--- config.mk ---
export PLATFORM = sky130hd
export DESIGN_NAME = inst_fetch_flat
export DESIGN_NICKNAME = d
export VERILOG_FILES = /design/src/rtl/inst_fetch_if.sv /design/src/rtl/inst_fetch.sv /design/src/flat_wrapper.sv
export SDC_FILE = /design/constraint.sdc
export NUM_CORES = 1
export LEC_CHECK = 0
export CORE_MARGIN = 2
export CORE_UTILIZATION = 45
export CTS_CLUSTER_SIZE = 12
export DETAILED_ROUTE_END_ITERATION = 16
export GPL_TIMING_DRIVEN = 0
export HOLD_SLACK_MARGIN = 0.06
export PLACE_DENSITY = 0.82
export SETUP_SLACK_MARGIN = 0.02
export SYNTH_ARGS = -nofsm -noshare
export SYNTH_HDL_FRONTEND = slang
export SYNTH_SLANG_ARGS = --single-unit
--- constraint.sdc ---
create_clock -name clk -period 4.1 [get_ports clk]
set_clock_uncertainty 0.05 [all_clocks]
set_input_delay 0.82 -clock clk [delete_from_list [all_inputs] [get_ports clk]]
set_output_delay 0.82 -clock clk [all_outputs]
set_load 0.03 [all_outputs]
--- src/rtl/inst_fetch_if.sv ---
// Byte-wide instruction memory port between the fetch unit and the memory arbiter.
// The fetch unit is the master: it raises a request with a byte address, the
// arbiter grants it in the same cycle and returns the byte one cycle later.
interface inst_fetch_if;
   logic        mem_req;
   logic [31:0] mem_addr;
   logic        mem_grant;
   logic [7:0]  mem_din;

   modport master (
      output mem_req,
      output mem_addr,
      input  mem_grant,
      input  mem_din
   );

   modport slave (
      input  mem_req,
      input  mem_addr,
      output mem_grant,
      output mem_din
   );
endinterface

--- src/rtl/inst_fetch.sv ---
// Instruction fetch stage for a byte-wide memory port.
// A 32-bit instruction is assembled from four byte reads, requested in order
// pc+0..pc+3 and captured little-endian one cycle after each grant.
// Requests overlap captures, so with a permanently granting arbiter a whole
// word takes five edges. While fetching, the stage asks the stall controller to
// hold IF and bubble ID; once the word is complete it is presented in HOLD
// until the pipeline accepts it. A branch redirect overrides everything.
module inst_fetch #(
   parameter logic [31:0] RESET_PC = 32'h00000000
) (
   input  logic                 clk,
   input  logic                 rst,
   input  logic [5:0]           stall,
   input  logic                 branch_flag,
   input  logic [31:0]          branch_target,
   inst_fetch_if.master         bus,
   output logic [31:0]          if_pc,
   output logic [31:0]          if_inst,
   output logic                 stallreq_if
);

   localparam logic STOP   = 1'b1;
   localparam logic NOSTOP = 1'b0;

   typedef enum logic {
      FETCH = 1'b0,
      HOLD  = 1'b1
   } state_t;

   state_t      state;
   logic [31:0] pc;
   logic [2:0]  grant_cnt;
   logic        in_flight;
   logic [1:0]  cap_idx;
   logic [23:0] low_bytes;

   logic        requesting;
   logic        granted;

   // Only stall[0] concerns this stage; the upper bits belong to later stages.
   logic        unused_stall_bits;
   assign unused_stall_bits = ^stall[5:1];

   // Request/bubble signalling follows the state directly so that a request is
   // on the bus in the very first cycle after reset or a redirect. Gating with
   // rst keeps every output quiet while reset is asserted.
   always_comb begin
      requesting   = 1'b0;
      granted      = 1'b0;
      bus.mem_req  = 1'b0;
      bus.mem_addr = 32'h0;
      stallreq_if  = 1'b0;
      if (!rst && state == FETCH) begin
         stallreq_if = 1'b1;
         if (grant_cnt != 3'd4) begin
            requesting   = 1'b1;
            bus.mem_req  = 1'b1;
            bus.mem_addr = pc + {29'b0, grant_cnt};
            granted      = bus.mem_grant;
         end
      end
   end

   // Fetch FSM: counts grants, captures returning bytes, and hands the finished
   // word to IF/ID through registered if_pc/if_inst (zero while fetching).
   always_ff @(posedge clk or posedge rst) begin
      if (rst) begin
         state     <= FETCH;
         pc        <= RESET_PC;
         grant_cnt <= 3'd0;
         in_flight <= 1'b0;
         cap_idx   <= 2'd0;
         low_bytes <= 24'h0;
         if_pc     <= 32'h0;
         if_inst   <= 32'h0;
      end else if (branch_flag) begin
         state     <= FETCH;
         pc        <= branch_target;
         grant_cnt <= 3'd0;
         in_flight <= 1'b0;
         cap_idx   <= 2'd0;
         low_bytes <= 24'h0;
         if_pc     <= 32'h0;
         if_inst   <= 32'h0;
      end else begin
         case (state)
            FETCH: begin
               in_flight <= granted;
               if (granted) begin
                  grant_cnt <= grant_cnt + 3'd1;
                  cap_idx   <= grant_cnt[1:0];
               end
               if (in_flight) begin
                  case (cap_idx)
                     2'd0: low_bytes[7:0]   <= bus.mem_din;
                     2'd1: low_bytes[15:8]  <= bus.mem_din;
                     2'd2: low_bytes[23:16] <= bus.mem_din;
                     default: begin
                        if_inst <= {bus.mem_din, low_bytes};
                        if_pc   <= pc;
                        state   <= HOLD;
                     end
                  endcase
               end
            end
            HOLD: begin
               if (stall[0] == NOSTOP) begin
                  state     <= FETCH;
                  pc        <= pc + 32'd4;
                  grant_cnt <= 3'd0;
                  in_flight <= 1'b0;
                  cap_idx   <= 2'd0;
                  low_bytes <= 24'h0;
                  if_pc     <= 32'h0;
                  if_inst   <= 32'h0;
               end
            end
            default: begin
               state <= FETCH;
            end
         endcase
      end
   end

   // STOP is the held value of stall[0]; kept named so the hold path reads clearly.
   logic unused_stop_const;
   assign unused_stop_const = STOP;

endmodule

--- src/flat_wrapper.sv ---
// flat-port wrapper written by rule: the top's interface ports become plain ports
module inst_fetch_flat 
#(
   parameter logic [31:0] RESET_PC = 32'h00000000
)
  (clk, rst, stall, branch_flag, branch_target, if_pc, if_inst, stallreq_if, bus_mem_req, bus_mem_addr, bus_mem_grant, bus_mem_din);
  inst_fetch_if bus_i ();
  input  logic clk;
  input  logic rst;
  input  logic [5:0] stall;
  input  logic branch_flag;
  input  logic [31:0] branch_target;
  output logic [31:0] if_pc;
  output logic [31:0] if_inst;
  output logic stallreq_if;
  output wire logic [$bits(bus_i.mem_req)-1:0] bus_mem_req;
  output wire logic [$bits(bus_i.mem_addr)-1:0] bus_mem_addr;
  input wire logic [$bits(bus_i.mem_grant)-1:0] bus_mem_grant;
  input wire logic [$bits(bus_i.mem_din)-1:0] bus_mem_din;
  assign bus_mem_req = bus_i.mem_req;
  assign bus_mem_addr = bus_i.mem_addr;
  assign bus_i.mem_grant = bus_mem_grant;
  assign bus_i.mem_din = bus_mem_din;
  inst_fetch #(.RESET_PC(RESET_PC)) u_core (.clk(clk), .rst(rst), .stall(stall), .branch_flag(branch_flag), .branch_target(branch_target), .bus(bus_i), .if_pc(if_pc), .if_inst(if_inst), .stallreq_if(stallreq_if));
endmodule
==> results of run 1 <==
==> metrics by stage <==
stage	power [mW]	setup WS, ns	cell area [sq um]
6_report	3.40	0.131	8650
4_1_cts	3.41	-0.00405	8660
3_3_place_gp	1.84	-0.265	7950
2_1_floorplan	1.65	0.374	6300
3_5_place_dp	1.86	-0.276	8010
5_1_grt	3.53	0.0165	8650
==> critical path: cells and delay by family, from the launching register on <==
| family | cells | cell delay (ns) |
|---|---|---|
| buffers and inverters | 3 | 0.71 |
| AO/OA/AOI/OAI | 1 | 0.18 |
| AND/OR/NAND/NOR | 2 | 0.40 |
| flip-flops | 1 | 0.44 |
| multiplexers | 1 | 0.25 |
| adder cells (fa/ha/maj) | 2 | 0.68 |
==> kinds of logic (layout without fill, tap and decap cells) <==
kind of cell | count (synthesis) | after routing
AND/OR/NAND/NOR | 191 | 191
AO/OA/AOI/OAI | 152 | 152
multiplexers | 39 | 39
XOR/XNOR | 18 | 18
adder cells (fa/ha/maj) | 7 | 7
flip-flops | 127 | 127
buffers and inverters | 60 | 236
==> flip-flops by register name (all words and copies together) (netlist names) <==
name              cells
u_core.state          1
u_core.if_pc         32
u_core.grant_cnt      3
u_core.if_inst       32
u_core.low_bytes     24
u_core.pc            32
u_core.cap_idx        2
u_core.in_flight      1
==> worst min path at each step <==
stage | slack [ns] | start | endpoint
after floorplan | 0.41 | u_core.low_bytes[0]$_DFFE_PP0P_ | u_core.if_inst[0]$_DFFE_PP0P_
after global placement | 0.42 | u_core.low_bytes[8]$_DFFE_PP0P_ | u_core.if_inst[8]$_DFFE_PP0P_
after detailed placement | 0.42 | u_core.low_bytes[19]$_DFFE_PP0P_ | u_core.if_inst[19]$_DFFE_PP0P_
after CTS | 0.44 | u_core.low_bytes[19]$_DFFE_PP0P_ | u_core.if_inst[19]$_DFFE_PP0P_
after global routing | 0.45 | u_core.low_bytes[23]$_DFFE_PP0P_ | u_core.if_inst[23]$_DFFE_PP0P_
final | 0.44 | u_core.low_bytes[9]$_DFFE_PP0P_ | u_core.if_inst[9]$_DFFE_PP0P_
==> synth_stat cells (9+ instances only) <==
| cell type | n | area share [%] |
|---|---|---|
| dfrtp_1 | 127 | 50 |
| a22o_1 | 56 | 7.8 |
| nand2_1 | 53 | 3.2 |
| mux2_2 | 33 | 5.9 |
| clkbuf_1 | 29 | 1.7 |
| nor2_1 | 24 | 1.4 |
| or4_1 | 24 | 2.9 |
| o21ai_0 | 23 | 1.8 |
| buf_2 | 20 | 1.6 |
| a21oi_1 | 18 | 1.4 |
| o31ai_1 | 18 | 2.1 |
| nand3_1 | 15 | 1.2 |
| xor2_1 | 14 | 1.9 |
| and2_1 | 13 | 1.3 |
| a31oi_1 | 12 | 1.2 |
| nand4_1 | 12 | 1.2 |
| o211ai_1 | 10 | 1.2 |
| or3_1 | 9 | 0.89 |
==> repair_timing <==
action	in CTS	in global routing
setup buffers	1	1
pin swaps	1	0
setup endpoints to repair	24	18
resized for setup	42	11
==> power by group through the flow <==
stage	clock network, mW	registers, mW	logic (mW)
4_1_cts	1.57	1.37	0.467
3_3_place_gp	0	1.39	0.448
5_1_grt	1.65	1.38	0.503
6_report	1.56	1.37	0.467
2_1_floorplan	0	1.39	0.266
3_5_place_dp	0	1.39	0.466
==> metal layers <==
| metal | track usage [%] | share of wire (%) | wire, um | vias up |
|---|---|---|---|---|
| li1 | - | - | - | 2556 |
| met1 | 35.4 | 42 | 8000 | 2837 |
| met2 | 42.4 | 48 | 9250 | 319 |
| met3 | 6.13 | 7.8 | 1500 | 49 |
| met4 | 9.91 | 2.7 | 512 | 0 |
| met5 | 0 | 0 | 0 | - |
==> area by class of cell <==
class                           count  area (sq um)  area share [%]
Buffer                             49           215            2.49
Clock buffer                       17           425            4.92
Clock inverter                     15           185            2.14
Inverter                            8          33.8           0.391
Multi-Input combinational cell    407          2930            33.8
Sequential cell                   127          3180            36.7
Tap cell                          180           225            2.60
Timing Repair Buffer              147          1460            16.9
==> reports/metrics.csv, run 1 <==
stage,metric,value,unit
floorplanning,die_y,122,um
grt,antenna_found_initial,0,
route,drt_wl_total,19300,um
synthesis,synthSimpleGateAreaFrac,16.8,%
critical_path,reg2reg_slack,1.52,ns
synthesis,synth_xor_area_share,2.50,%
critical_path,cp.arrival,3.10,ns
synthesis,synth_top_family_by_area,compound AO/OA/AOI/OAI gates,
critical_path,cpMaxStageDelayCell,dfrtp_1,
synthesis,yosysWarnings,0,
floorplanning,rows,43,
clocking,cts_root_buf,clkbuf_16,
cells_and_area,finish.utilization,62.8,%
clocking,cts_buffer_depth,2,
synthesis,synth.area.mux_share,6.85,%
pwr,p_switching,0.939,mW
synthesis,ys_seq_area_share,50.5,%
pwr,ir_drop,0.340,mV
critical_path,max_stage_delay,0.44,ns
synthesis,synthArstFlopShare,100,%
pwr,intPower,2.46,mW
synthesis,avgSynthCellArea,10.6,sq um
synthesis,yosys.cell_types.count,51,
synthesis,ys_ff_latch,127,
worst_hold_path,hold_path_depth,1,
floorplanning,initial_core_util,45.7,%
route,viasPerCell,6.06,
sta,rsz0062_at_grt,no,
sta,setup_viol,0,
floorplanning,ioPinCount,148,
pwr,p_per_area,393,mW/mm^2
cells_and_area,drive_gt1_share,15.5,%
route,num_vias,5761,
critical_path,endpoint,bus_mem_addr[28],
clocking,cts_tree,done,
route,drc,0,
cells_and_area,nFillCells,1118,
floorplanning,die_area,0.0150,sq mm
route,routedWlPerCell,20.3,um
synthesis,synth_cells,594,
pwr,clkPwrFrac,45.9,%
critical_path,worstPathMaxFanout,10,
flow_run,drv_cap,0,
floorplanning,die_w,122,um
grt,grt_pass1_wl,30200,um
critical_path,r2r-start,u_core.state$_DFF_PP0_,
critical_path,required,3.23,ns
grt,grt_max_degree,45,
critical_path,end_kind,output port,
sta,relSlewSlack,59.1,%
synthesis,synth-main-ff-cell,dfrtp_1,
clocking,clkSlewWorstSetupHoldPaths,0.06,ns
sta,period_share,96.8,%
place,gp_congestion,0.926,
synthesis,synth-compound-area-share,17.9,%
critical_path,cp-startpoint,u_core.grant_cnt[0]$_DFFE_PP0P_,
pwr,pwr-share-seq,40.4,%
floorplanning,core-area,0.0138,sq mm
sta,whs,0.441,ns
sta,hold_viol_final,0,
sta,timing.final.max_slew_violations,0,
pwr,p_comb_share,13.7,%
clocking,numCtsBuffers,17,
critical_path,start_kind,flip-flop,
synthesis,synthAdderAreaFrac,1.51,%
critical_path,ff2ff_path_depth,8,
sta,max_freq,252,MHz
clocking,cts_hold_buf,0,
cells_and_area,diodes,0,
route,firstDrtPassIters,8,
place,port_buffers,142,
cells_and_area,area_delta_synth_final,37.3,%
cells_and_area,fin_nets,814,
critical_path,cp_cell_sequence,"ha_2, inv_1, fa_1, nor2b_4, o2111ai_4, clkbuf_4, nor4_2, mux2i_1, clkdlybuf4s15_1",
outcome,status,"complete, no violations",
cells_and_area,stdcell_count,950,
route,drtIter0Drc,470,
clocking,cts_sinks,127,
pwr,leakage,3.62,nW
synthesis,synth_area,0.00630,sq mm
grt,grt_pass1_vias,5625,
route,ant_nets,0,
cells_and_area,layout_common_cells,"dfrtp_1, clkdlybuf4s50_1, a22o_1",
sta,fin_tns_setup,0,ns
pwr,switching_share,27.6,%
sta,worst_pin_slew,0.613,ns
place,placedCellCount,919,
cells_and_area,layout_commonest_cell,dfrtp_1,
synthesis,synth_edf_count,0,
place,hpwl,13700,um
grt,grt.overflow.total,0,
critical_path,r2r-end,u_core.if_inst[24]$_DFFE_PP0P_,
synthesis,syn-num-nets,651,
worst_hold_path,hold_path.class,flip-flop to flip-flop,
critical_path,crit_type,flip-flop to output port,
clocking,clk_latency,0.43,ns
sta,fin_crit,3.97,ns
grt,track_usage,26.6,%
clocking,cts_max_level,4,
No activity file was read; power rests on OpenSTA's default activity.
==> run 2: changes to the inputs <==
Settings changed: SLEW_MARGIN set to 25.
==> run 2 against run 1 <==
  * Worst setup slack worse by 0.045 ns
  * Largest cell class unchanged
  * Die area stayed put
  * Via count is 0.68% lower
  * Critical path depth stayed put
  * Cell area is 1.2% higher
  * Critical path type unchanged
  * Fmax is 1.1% lower
==> reports/metrics.csv, run 2 (synthesis gave the netlist of run 1 again) <==
stage,metric,value,unit,change
outcome,status,"complete, no violations",,
pwr,total_power,3.48,mW,+2.3%
grt,use_met1,35.5,%,+0.062 points
floorplanning,die_area,0.0150,sq mm,unchanged
sta,max_freq,249,MHz,-1.1%
grt,grt.busiest_layer,met2,,
route,drc,0,,unchanged
critical_path,crit_type,flip-flop to output port,,
cells_and_area,area_delta_synth_final,39.0,%,
floorplanning,die_y,122,um,unchanged
floorplanning,rows,43,,unchanged
critical_path,reg2reg_slack,1.57,ns,+0.05 ns
place,hpwl,13900,um,+1.1%
cells_and_area,layout_commonest_cell,dfrtp_1,,
sta,relSlewSlack,57.1,%,-2.0 points
grt,grt_pass1_vias,5620,,-0.089%
clocking,numCtsBuffers,17,,unchanged
cells_and_area,multi_input_area,0.00292,sq mm,-0.34%
pwr,leakage,3.65,nW,+0.88%
route,viasPerCell,6.00,,-0.99%
cells_and_area,layout_common_cells,"dfrtp_1, clkdlybuf4s50_1, a22o_1",,
sta,period_share,97.9,%,+1.1 points
cells_and_area,stdcell_count,953,,+0.32%
route,drt_wl_total,19200,um,-0.32%
critical_path,cp.arrival,3.14,ns,+0.04 ns
route,ant_nets,0,,unchanged
cells_and_area,diodes,0,,unchanged
sta,hold_viol_final,0,,unchanged
cells_and_area,drive_gt1_share,16.0,%,+0.59 points
floorplanning,core-area,0.0138,sq mm,unchanged
sta,rsz0062_at_grt,no,,
worst_hold_path,hp-start,u_core.low_bytes[7]$_DFFE_PP0P_,,
cells_and_area,regArea,0.00318,sq mm,about the same
flow_run,drv_cap,0,,unchanged
grt,grt.overflow.total,0,,unchanged
route,firstDrtPassIters,6,,-2
grt,grt_use_met2,42.6,%,+0.24 points
clocking,cts_max_level,4,,unchanged
grt,track_usage,26.3,%,-0.21 points
place,port_buffers,142,,unchanged
critical_path,r2r-end,u_core.if_inst[24]$_DFFE_PP0P_,,
clocking,clk_latency,0.41,ns,-0.02 ns
critical_path,worstPathMaxFanout,6,,-4
clocking,clkSlewWorstSetupHoldPaths,0.06,ns,about the same
cells_and_area,nFillCells,1089,,-2.6%
route,num_vias,5722,,-0.68%
floorplanning,initial_core_util,45.7,%,unchanged
place,placedCellCount,921,,+0.22%
critical_path,start_kind,flip-flop,,
worst_hold_path,hold_path_depth,1,,unchanged
grt,gr-usage-met3,5.02,%,-1.1 points
critical_path,ff2ff_path_depth,8,,unchanged
pwr,ir_drop,0.337,mV,-0.92%
cells_and_area,fin_nets,817,,+0.37%
pwr,p_per_area,398,mW/mm^2,+1.1%
route,routedWlPerCell,20.1,um,-0.64%
grt,grt_max_degree,31,,-31%
sta,fin_tns_setup,0,ns,unchanged
critical_path,required,3.23,ns,about the same
floorplanning,die_w,122,um,unchanged
sta,fin_crit,4.01,ns,+0.0451 ns
cells_and_area,top_regs,"u_core.if_inst (32), u_core.if_pc (32), u_core.pc (32)",,
critical_path,end_kind,output port,,
clocking,cts_buffer_depth,2,,unchanged
grt,grt_pass1_wl,30100,um,-0.48%
critical_path,r2r-start,u_core.state$_DFF_PP0_,,
sta,setup_viol,0,,unchanged
sta,worst_pin_slew,0.643,ns,+0.0300 ns
worst_hold_path,min_to,u_core.if_inst[7]$_DFFE_PP0P_,,
clocking,cts_sinks,127,,unchanged
sta,whs,0.437,ns,-0.00444 ns
grt,antenna_found_initial,0,,unchanged
clocking,cts_tree,done,,
sta,timing.final.max_slew_violations,0,,unchanged
floorplanning,ioPinCount,148,,unchanged
route,drtIter0Drc,542,,+15%
worst_hold_path,hold_path.class,flip-flop to flip-flop,,
place,gp_congestion,0.926,,unchanged
clocking,cts_root_buf,clkbuf_16,,
run 2: how the worst max path moves through the flow:
stage | start | end | cells after the start
2_1_floorplan | rst | bus_mem_addr[30] | 6
3_3_place_gp | u_core.grant_cnt[0]$_DFFE_PP0P_ | bus_mem_addr[28] | 9
3_5_place_dp | u_core.grant_cnt[0]$_DFFE_PP0P_ | bus_mem_addr[28] | 9
4_1_cts | u_core.grant_cnt[0]$_DFFE_PP0P_ | bus_mem_addr[22] | 8
5_1_grt | u_core.grant_cnt[0]$_DFFE_PP0P_ | bus_mem_addr[14] | 8
6_report | u_core.grant_cnt[0]$_DFFE_PP0P_ | bus_mem_addr[16] | 9
run 2: report_power, final:
group | switching [mW] | internal, mW | total [mW]
clock network | 0.585 | 1.05 | 1.63
registers | 0.0599 | 1.31 | 1.37
logic | 0.283 | 0.192 | 0.475
total | 0.928 | 2.55 | 3.48
run 2: routing by layer:
metal  wire, um  part of all wire [%]  vias up
li1           -                     -     2569
met5          0                     0        -
met1       8080                    42     2825
met2       9350                    49      293
met3       1340                   7.0       35
met4        427                   2.2        0
run 2: cell type report:
type                            instances  share of cell area, %
Buffer                                 49                   2.43
Clock buffer                           18                   5.02
Clock inverter                         14                   2.36
Inverter                                8                  0.429
Multi-Input combinational cell        407                   33.3
Sequential cell                       127                   36.3
Tap cell                              180                   2.57
Timing Repair Buffer                  150                   17.5
run 2: stage by stage:
stage | utilization (%) | setup WS [ns] | instance area (sq um)
3_3_place_gp | 57.7 | -0.265 | 7950
4_1_cts | 63.4 | 0.0259 | 8730
5_1_grt | 63.5 | 0.0139 | 8750
3_5_place_dp | 58.5 | -0.267 | 8060
2_1_floorplan | - | 0.374 | 6300
6_report | 63.5 | 0.0860 | 8750
run 2: critical path: stages (launching register included):
cell and delay, ns:
dfrtp_1 0.44, ha_2 0.26, inv_1 0.07, fa_1 0.43, nor2b_4 0.21, buf_4 0.13
o2111a_1 0.22, a31oi_1 0.12, a311oi_1 0.41, clkdlybuf4s15_1 0.43
run 2: repair_timing:
item	CTS	global route
hold buffers	0	0
buffers inserted	0	3
endpoints found under the setup margin	24	22
cloned	0	0
hold endpoints to repair	0	0
gates resized for setup	44	9
